**config.mk**
```make
export PLATFORM = sky130hd
export DESIGN_NAME = logic_pipe
export DESIGN_NICKNAME = d
export VERILOG_FILES = /design/src/rtl/logic_pipe.sv
export SDC_FILE = /design/constraint.sdc
export NUM_CORES = 1
export LEC_CHECK = 0
export CAP_MARGIN = 30
export CORE_AREA = 2 2 71 73
export DETAILED_ROUTE_END_ITERATION = 7
export DIE_AREA = 0 0 73 75
export PLACE_DENSITY = 0.87
export SLEW_MARGIN = 20
export SYNTH_ARGS = -nofsm -noshare
export SYNTH_HDL_FRONTEND = slang
export SYNTH_SLANG_ARGS = --single-unit
export TNS_END_PERCENT = 10
```
**constraint.sdc**
```tcl
create_clock -name CLK -period 3 [get_ports CLK]
set_input_delay 0.45 -clock CLK [delete_from_list [all_inputs] [get_ports CLK]]
set_output_delay 0.45 -clock CLK [all_outputs]
set_load 0.02 [all_outputs]
```
**src/rtl/logic_pipe.sv**
```systemverilog
// Pipelined bitwise logic unit: one of eight gate functions on WIDTH-bit operands,
// carried through STAGES registers with valid/ready flow control and a saturating transfer counter.
module logic_pipe #(
    parameter int unsigned WIDTH  = 8,
    parameter int unsigned STAGES = 2,
    parameter int unsigned CNT_W  = 16
) (
    input  logic             CLK,
    input  logic             RST,
    input  logic [WIDTH-1:0] A,
    input  logic [WIDTH-1:0] B,
    input  logic [2:0]       OP,
    input  logic             IN_VALID,
    output logic             IN_READY,
    output logic [WIDTH-1:0] X,
    output logic             OUT_VALID,
    input  logic             OUT_READY,
    output logic [CNT_W-1:0] COUNT
);

    logic [STAGES-1:0] vld;
    logic [WIDTH-1:0]  dat [STAGES];
    logic [STAGES-1:0] vld_in;
    logic [WIDTH-1:0]  dat_in [STAGES];
    logic [WIDTH-1:0]  func_c;
    logic              advance;
    logic [CNT_W-1:0]  count_q;

    // Gate function selected by OP, evaluated ahead of stage 1
    always_comb begin
        func_c = A;
        case (OP)
            3'b000:  func_c = ~A;
            3'b001:  func_c = A & B;
            3'b010:  func_c = A | B;
            3'b011:  func_c = A ^ B;
            3'b100:  func_c = ~(A & B);
            3'b101:  func_c = ~(A | B);
            3'b110:  func_c = ~(A ^ B);
            default: func_c = A;
        endcase
    end

    // Incoming valid/data for each stage: stage 0 from the input, others from their predecessor
    always_comb begin
        vld_in[0] = IN_VALID;
        dat_in[0] = func_c;
        for (int i = 1; i < STAGES; i++) begin
            vld_in[i] = vld[i-1];
            dat_in[i] = dat[i-1];
        end
    end

    // Whole pipe moves together; a full, unaccepted output stalls every stage
    assign advance  = ~vld[STAGES-1] | OUT_READY;
    assign IN_READY = advance;

    always_ff @(posedge CLK) begin
        if (RST) begin
            vld     <= '0;
            count_q <= '0;
            for (int i = 0; i < STAGES; i++) begin
                dat[i] <= '0;
            end
        end else begin
            if (advance) begin
                vld <= vld_in;
                // Data only loads behind a valid item, so X keeps the last result while idle
                for (int i = 0; i < STAGES; i++) begin
                    if (vld_in[i]) begin
                        dat[i] <= dat_in[i];
                    end
                end
            end
            if (vld[STAGES-1] && OUT_READY && (count_q != {CNT_W{1'b1}})) begin
                count_q <= count_q + CNT_W'(1);
            end
        end
    end

    assign X         = dat[STAGES-1];
    assign OUT_VALID = vld[STAGES-1];
    assign COUNT     = count_q;

endmodule
```
; ---- Word level (Yosys, flattened, before mapping)
; Memories as Yosys holds them, arrays and structs flattened.
; Cells that the tools add are included.
[totals]
output_inout_bits = 26
wordCells = 38
mem_count = 1
ff_bits = 18
ramBits = 16
[mem_list]
columns = name, depth, word_bits, read_ports, rd_ports_with_merged_regs, write_ports, line_no
row1 = dat, 2, 8, 2, 0, 2, 22  ; logic [WIDTH-1:0] dat [STAGES];
[classes]
reduce_logical = 3
n_mux = 13
n_addsub = 1
n_bitwise = 11
eq_ne = 7
[op_table]
columns = cell, n
row1 = 8-bit case mux with 7 select lines, 1
row2 = 8-bit inverter, 4
row3 = "16-bit by 1-bit adder with 16-bit output, second input constant", 1
row4 = 8-bit 2-to-1 mux, 2
row5 = "16-bit inequality test, second input constant", 1
row6 = 1-bit 2-to-1 mux, 10
row7 = "3-bit == test, second input constant", 3
row8 = 8-bit bitwise AND, 1
row9 = 8-bit bitwise OR, 1
row10 = 8-bit XOR, 1
row11 = "3-bit by 2-bit == test with 1-bit output, second input constant", 2
row12 = "3-bit by 1-bit == test with 1-bit output, second input constant", 1
row13 = 3-bit logical NOT, 1
row14 = 1-bit bitwise OR, 3
row15 = 1-bit logical AND, 2
row16 = 1-bit inverter, 1

; ---- Longest topological paths before layout
; Gate-level depths: netlist of the first run.
[depth]
ltp_word = 6
depth_mapped = 6
depth_no_buf = 6

; ---- Worst setup path before layout of the first run
; OpenSTA, ideal clock, no wires.
[synth_timing]
path_kind = register to register
startpoint = register count_q[0], in the netlist COUNT[0]
endpoint = register count_q[14], in the netlist COUNT[14]
t_arrival_ns = 2.031
setup_time_ns = 0.070
path_slack_ns = 0.898
period_less_slack_ns = 2.102
path_stages_with_launch = 6
required_time_ns = 2.930
n_path_buf = 0
path_cell_list = dfxtp_1 ha_1 nand4_4 or4_4 or4_1 a21oi_1
[synth_between]
elab_chain_cells = 2
word_cells_on_any_way = 3
classes_between = 1 x add/sub / 1 x eq/ne / 1 x reduce/logical
[synth_rtl]
columns = item, line_no
row1 = from (decl), 27  ; logic [CNT_W-1:0] count_q;
row2 = from (signal assigned), 76  ; count_q <= count_q + CNT_W'(1);
row3 = "parallel branches: the longest is 2 deep, another holds 16-bit by 1-bit adder with 16-bit output", --
; Parallel ways; which one is timed is not known.
; A chain may end at the register's enable or synchronous reset.

; ---- Worst setup path after layout of the first run
[layout_timing]
startpoint = input port OUT_READY
endpoint = output port IN_READY
[layout_between]
elab_chain_cells = 1
[layout_rtl]
columns = item, line_no
row1 = from (decl), 17  ; input logic OUT_READY,
row2 = 1-bit bitwise OR, 55  ; assign advance = ~vld[STAGES-1] | OUT_READY;
row3 = to (decl), 14  ; output logic IN_READY,
; No other way between the ends.

==> metrics.cfg, run 1 <==
[run_status]
outcome=completed

[setup_path]
cp_slowest_cell=clkdlybuf4s50_1
setup.worst_path.start_class=primary input
crit_start=OUT_READY
rrSetupSlack_ns=0.83
endpoint_kind=output port
slowest_delay_ns=0.55
crit_family=buffers and inverters
crit_chain=clkdlybuf4s50_1, nor2b_1, inv_1, clkdlybuf4s50_1
critPathKind=in2out
rr_startpoint=COUNT[0]
crit_end=IN_READY
r2r-end=COUNT[2]
arrival_ns=1.81
cp_num_buf_inv=3
crit_top_cell=clkdlybuf4s50_1
cp.depth=4
r2r_cells=5
path_max_fanout=4
required_ns=2.55

[grt]
grt_pass1_wl_um=7980
grt_util_all_layers=0.185
grt_pass1_vias=1813
grt_max_degree=31
antenna_found_initial=0
grt_overflow=0

[clock_tree]
cts_root_buf=clkbuf_8
numCtsBuffers=5
post_cts_buffers=0
holdBufCountCts=0
worstSkewPairLatency_ns=0.29
cts_tree=built
cts-resized-gates=0
clock_sink_count=34
htreeDepth=2
clkSlewWorstSetupHoldPaths_ns=0.06
cts.path.max_buffers=2

[drt]
routed_via_density=5.78
drtIter0Drc=124
routed_wl_um=4630
dr.pass1.iters=4
routedWlPerCell_um=13.7
ant_nets=0
vias=1955
drc_errors=0

[placed_design]
hpwl_um=3370
port_buffers=48
dpl.cell_count=330
place.gp.congestion=0.849

[pwr]
power.leakage_nw=1.09
peakVddDrop_mv=0.141
power_density_mw_per_mm2=360

[timing]
tightest_slew_ns=0.811
finalSetupViolCount=0
finalHoldViolations=0
grt_setup_unrepaired=no
max_clock_freq_mhz=442
slew-limit-headroom=0.454
tns_ns=0
slew_violations=0
post-route-period-util=0.754
min_period_ns=2.26
finClkSkew_ns=0.00933

[floorplanning]
die_area_mm2=0.00548
fp.coreArea_mm2=0.00466
rows=25
die_h_um=75
ios=49
start_util=0.494
die_w_um=73

[synth]
synth-edff-count=16
synthTopCellsByCount=20 x inv_1, 18 x dfxtp_1, 17 x ha_1
yosysTopAreaCell=edfxtp_1
yosys_warnings=0
synth-seq-cells=34
synth_cells=243
synth_area_leaders=edfxtp_1 21%, dfxtp_1 16%, ha_1 9.2%
syn_nets=283
syn-cell-area_mm2=0.00230
synth_ff_type=dfxtp_1
synthArstFlopShare=0
syn_avg_cell_area_um2=9.47
synth_top_area_share=0.209
yosysSeqAreaShare=0.365
synth.most_common_cell=inv_1
ys_types=40

[cells_and_area]
drive_above_1_share=0.0986
multi_input_area_mm2=0.00128
nets=323
area.sequential_um2=841
areaGrowthSynthToFinish_pct=24.3
n_fill_cell=410
fin_cells=338
antenna_cells=0

[worst_hold_path]
holdPathStages=2
min_path_type=reg2reg

[flow_run]
max_cap_viol_count=0

[layout by cell type (no fill, tap or decap), drive strengths merged, types with 6 or more instances in the layout]
cell           instances
or4                   10
o21ai                 16
nor2                   7
dfxtp                 18
clkbuf                 6
ha                    17
a211oi                11
nand4                  6
clkdlybuf4s50         48
mux2                   7
o31ai                 10
nand2                  7
edfxtp                16
inv                   20
and2                   9
nand3                  8
a21oi                 15
nor3                  10
or3                    6
[worst min-delay path, cell delays in order, from the launching register on]
cell     delay [ns]
dfxtp_1        0.33
nand2_1        0.06
a21oi_1        0.05
[worst min path at each step]
stage               slack (ns)    endpoint       from
floorplan                 0.46      vld[0]     vld[0]
global placement          0.48      vld[0]     vld[0]
detailed placement        0.49      vld[0]     vld[0]
CTS                       0.50      vld[0]     vld[0]
global route              0.53  dat[0][14]  dat[0][6]
finish                    0.49      vld[0]     vld[0]
[cells by family after synthesis]
logic type	synth area share
adders and majority gates	0.0924
DFF	0.365
and+or+nand+nor	0.197
buffers and inverters	0.0767
AOI/OAI and AO/OA	0.188
muxes	0.0767
xor gates and xnor gates	0.00381
[final cells by class]
| type | instances | area share |
|---|---|---|
| timing repair buffer | 52 | 0.179 |
| clock buffer | 6 | 0.0254 |
| multi-input combinational | 170 | 0.449 |
| inverter | 20 | 0.0263 |
| sequential | 34 | 0.294 |
| tap | 54 | 0.0236 |
| clock inverter | 2 | 0.00306 |
[state kept, by name, summed over array words and instances, names as in the netlist]
name and count:
dat 16, COUNT 16, vld 2
[metal layers]
layer  vias to the layer above  share of wire  global-route usage
met4                         0          0.014              0.0700
li1                        992              -                   -
met3                         6          0.048              0.0348
met1                       900           0.46               0.246
met5                         -              0                   0
met2                        57           0.48               0.302
[metrics by stage]
stage	utilization	power (mW)	hold slack, ns	cell area (um2)	setup slack, ns
floorplan	-	0.649	0.464	2300	0.898
global placement	0.596	0.710	0.477	2780	0.657
detailed placement	0.596	0.717	0.486	2780	0.558
CTS	0.613	1.04	0.496	2860	0.726
global route	0.613	1.08	0.533	2860	0.610
finish	0.613	1.03	0.494	2860	0.737
[power breakdown]
part | switching [mW] | internal, mW
Clock | 0.162 | 0.159
Sequential | 0.00749 | 0.510
Combinational | 0.0931 | 0.0959
Power figures use the tool's default switching activity.
==> run 2, diff against run 1 <==
CORE_AREA = 2 2 74 76   (was 2 2 71 73)
DIE_AREA = 0 0 76 78   (was 0 0 73 75)
PLACE_DENSITY = 0.85   (was 0.87)
clock period = 2.04 ns   (was 3 ns; I/O delays follow)
==> run 2 against run 1 <==
Largest power group unchanged. Worst hold slack about the same. First-iteration DRC count is 23% lower. Final cell count rose by 9.5%. Combinational power is 59% higher.
==> metrics.cfg, run 2 (synthesis results as in run 1) <==
[timing]
tightest_slew_ns=0.532
post-route-period-util=0.942
finClkSkew_ns=0.00267
finalSetupViolCount=0
slew-limit-headroom=0.643
finalHoldViolations=0
slew_violations=0
finalWorstSetupSlack_ns=0.119
max_clock_freq_mhz=521
tns_ns=0
min_period_ns=1.92
grt_setup_unrepaired=no

[grt]
antenna_found_initial=0
grt_pass1_wl_um=8560
grt_overflow=0
grt_pass1_vias=1948
grt_util_all_layers=0.175
grt_max_degree=28

[cells_and_area]
nets=339
layout_commonest_cell=clkdlybuf4s50_1
layout_common_cells=48 x clkdlybuf4s50_1, 20 x inv_1, 19 x buf_4
design_area_mm2=0.00303
drive_above_1_share=0.163
n_fill_cell=426
antenna_cells=0
fin_cells=370
multi_input_area_mm2=0.00129
area.sequential_um2=843
areaGrowthSynthToFinish_pct=31.8

[placed_design]
dp_slack_ns=-0.0681
place.gp.congestion=0.894
place_area_mm2=0.00293
dpl.cell_count=362
port_buffers=48
hpwl_um=3710

[drt]
vias=2042
ant_nets=0
drc_errors=0
drtIter0Drc=95
routed_wl_um=5040
dr.pass1.iters=4
routed_via_density=5.52
routedWlPerCell_um=13.6

[pwr]
power.leakage_nw=1.18
peakVddDrop_mv=0.315
power_density_mw_per_mm2=516
total_power_mw=1.57

[clock_tree]
clock_sink_count=34
clkSlewWorstSetupHoldPaths_ns=0.07
worstSkewPairLatency_ns=0.28
cts.path.max_buffers=2
numCtsBuffers=5
htreeDepth=2
holdBufCountCts=0
cts_root_buf=clkbuf_8
cts_tree=built

[worst_hold_path]
min_path_type=reg2reg
holdPathStages=2
worstHoldStart=vld[0]
min_to=vld[0]

[run_status]
outcome=completed

[flow_run]
max_cap_viol_count=0

[setup_path]
required_ns=1.73
r2r-end=COUNT[14]
path_max_fanout=4
endpoint_kind=output port
setup.worst_path.start_class=primary input
arrival_ns=1.61
rrSetupSlack_ns=0.15
rr_startpoint=COUNT[0]
critPathKind=in2out
r2r_cells=5

[floorplanning]
die_h_um=78
die_area_mm2=0.00593
fp.coreArea_mm2=0.00504
die_w_um=76
ios=49
rows=26
start_util=0.456

==> run 2: how the worst max path moves through the flow <==
stage                     startpoint         to  slack, ns
after floorplan             COUNT[0]  COUNT[14]       0.07
after global placement         OP[1]  dat[0][1]      0.008
after detailed placement       OP[1]  dat[0][1]      -0.07
after CTS                  OUT_READY   IN_READY       0.12
after global routing        COUNT[0]  COUNT[14]       0.01
final                      OUT_READY   IN_READY       0.12
==> run 2: metrics by stage <==
stage / hold WS [ns] / util
final: 0.494 / 0.601
after floorplan: 0.464 / -
after global placement: 0.473 / 0.582
after CTS: 0.493 / 0.600
after global routing: 0.527 / 0.601
after detailed placement: 0.484 / 0.582
==> run 2: what timing repair did <==
item	4_1_cts	5_1_grt
endpoints found under the setup margin	0	5
buffers inserted	0	0
resized for setup	0	2
==> run 2: power breakdown <==
part | switching, mW | internal [mW] | total, mW
Clock | 0.233 | 0.272 | 0.505
Combinational | 0.146 | 0.155 | 0.301
Sequential | 0.00875 | 0.750 | 0.759
Total | 0.388 | 1.18 | 1.57
==> run 2: cell type report <==
type / count / area share
Multi-Input combinational cell: 170 / 0.426
Sequential cell: 34 / 0.278
Timing Repair Buffer: 68 / 0.212
Tap cell: 70 / 0.0289
Clock buffer: 7 / 0.0285
Inverter: 20 / 0.0248
Clock inverter: 1 / 0.00165
==> run 2: per-layer routing <==
metal	share of wire	routed length (um)	track usage	vias up
met5	0	0	0	-
met4	0.0083	42	0.0636	0
met3	0.050	252	0.0279	4
li1	-	-	-	1032
met1	0.45	2290	0.224	943
met2	0.49	2450	0.302	63
==> run 2: critical path, stage by stage <==
cell	delay, ns
clkdlybuf4s50_1	0.51
nor2b_1	0.08
inv_1	0.11
clkdlybuf4s50_1	0.61
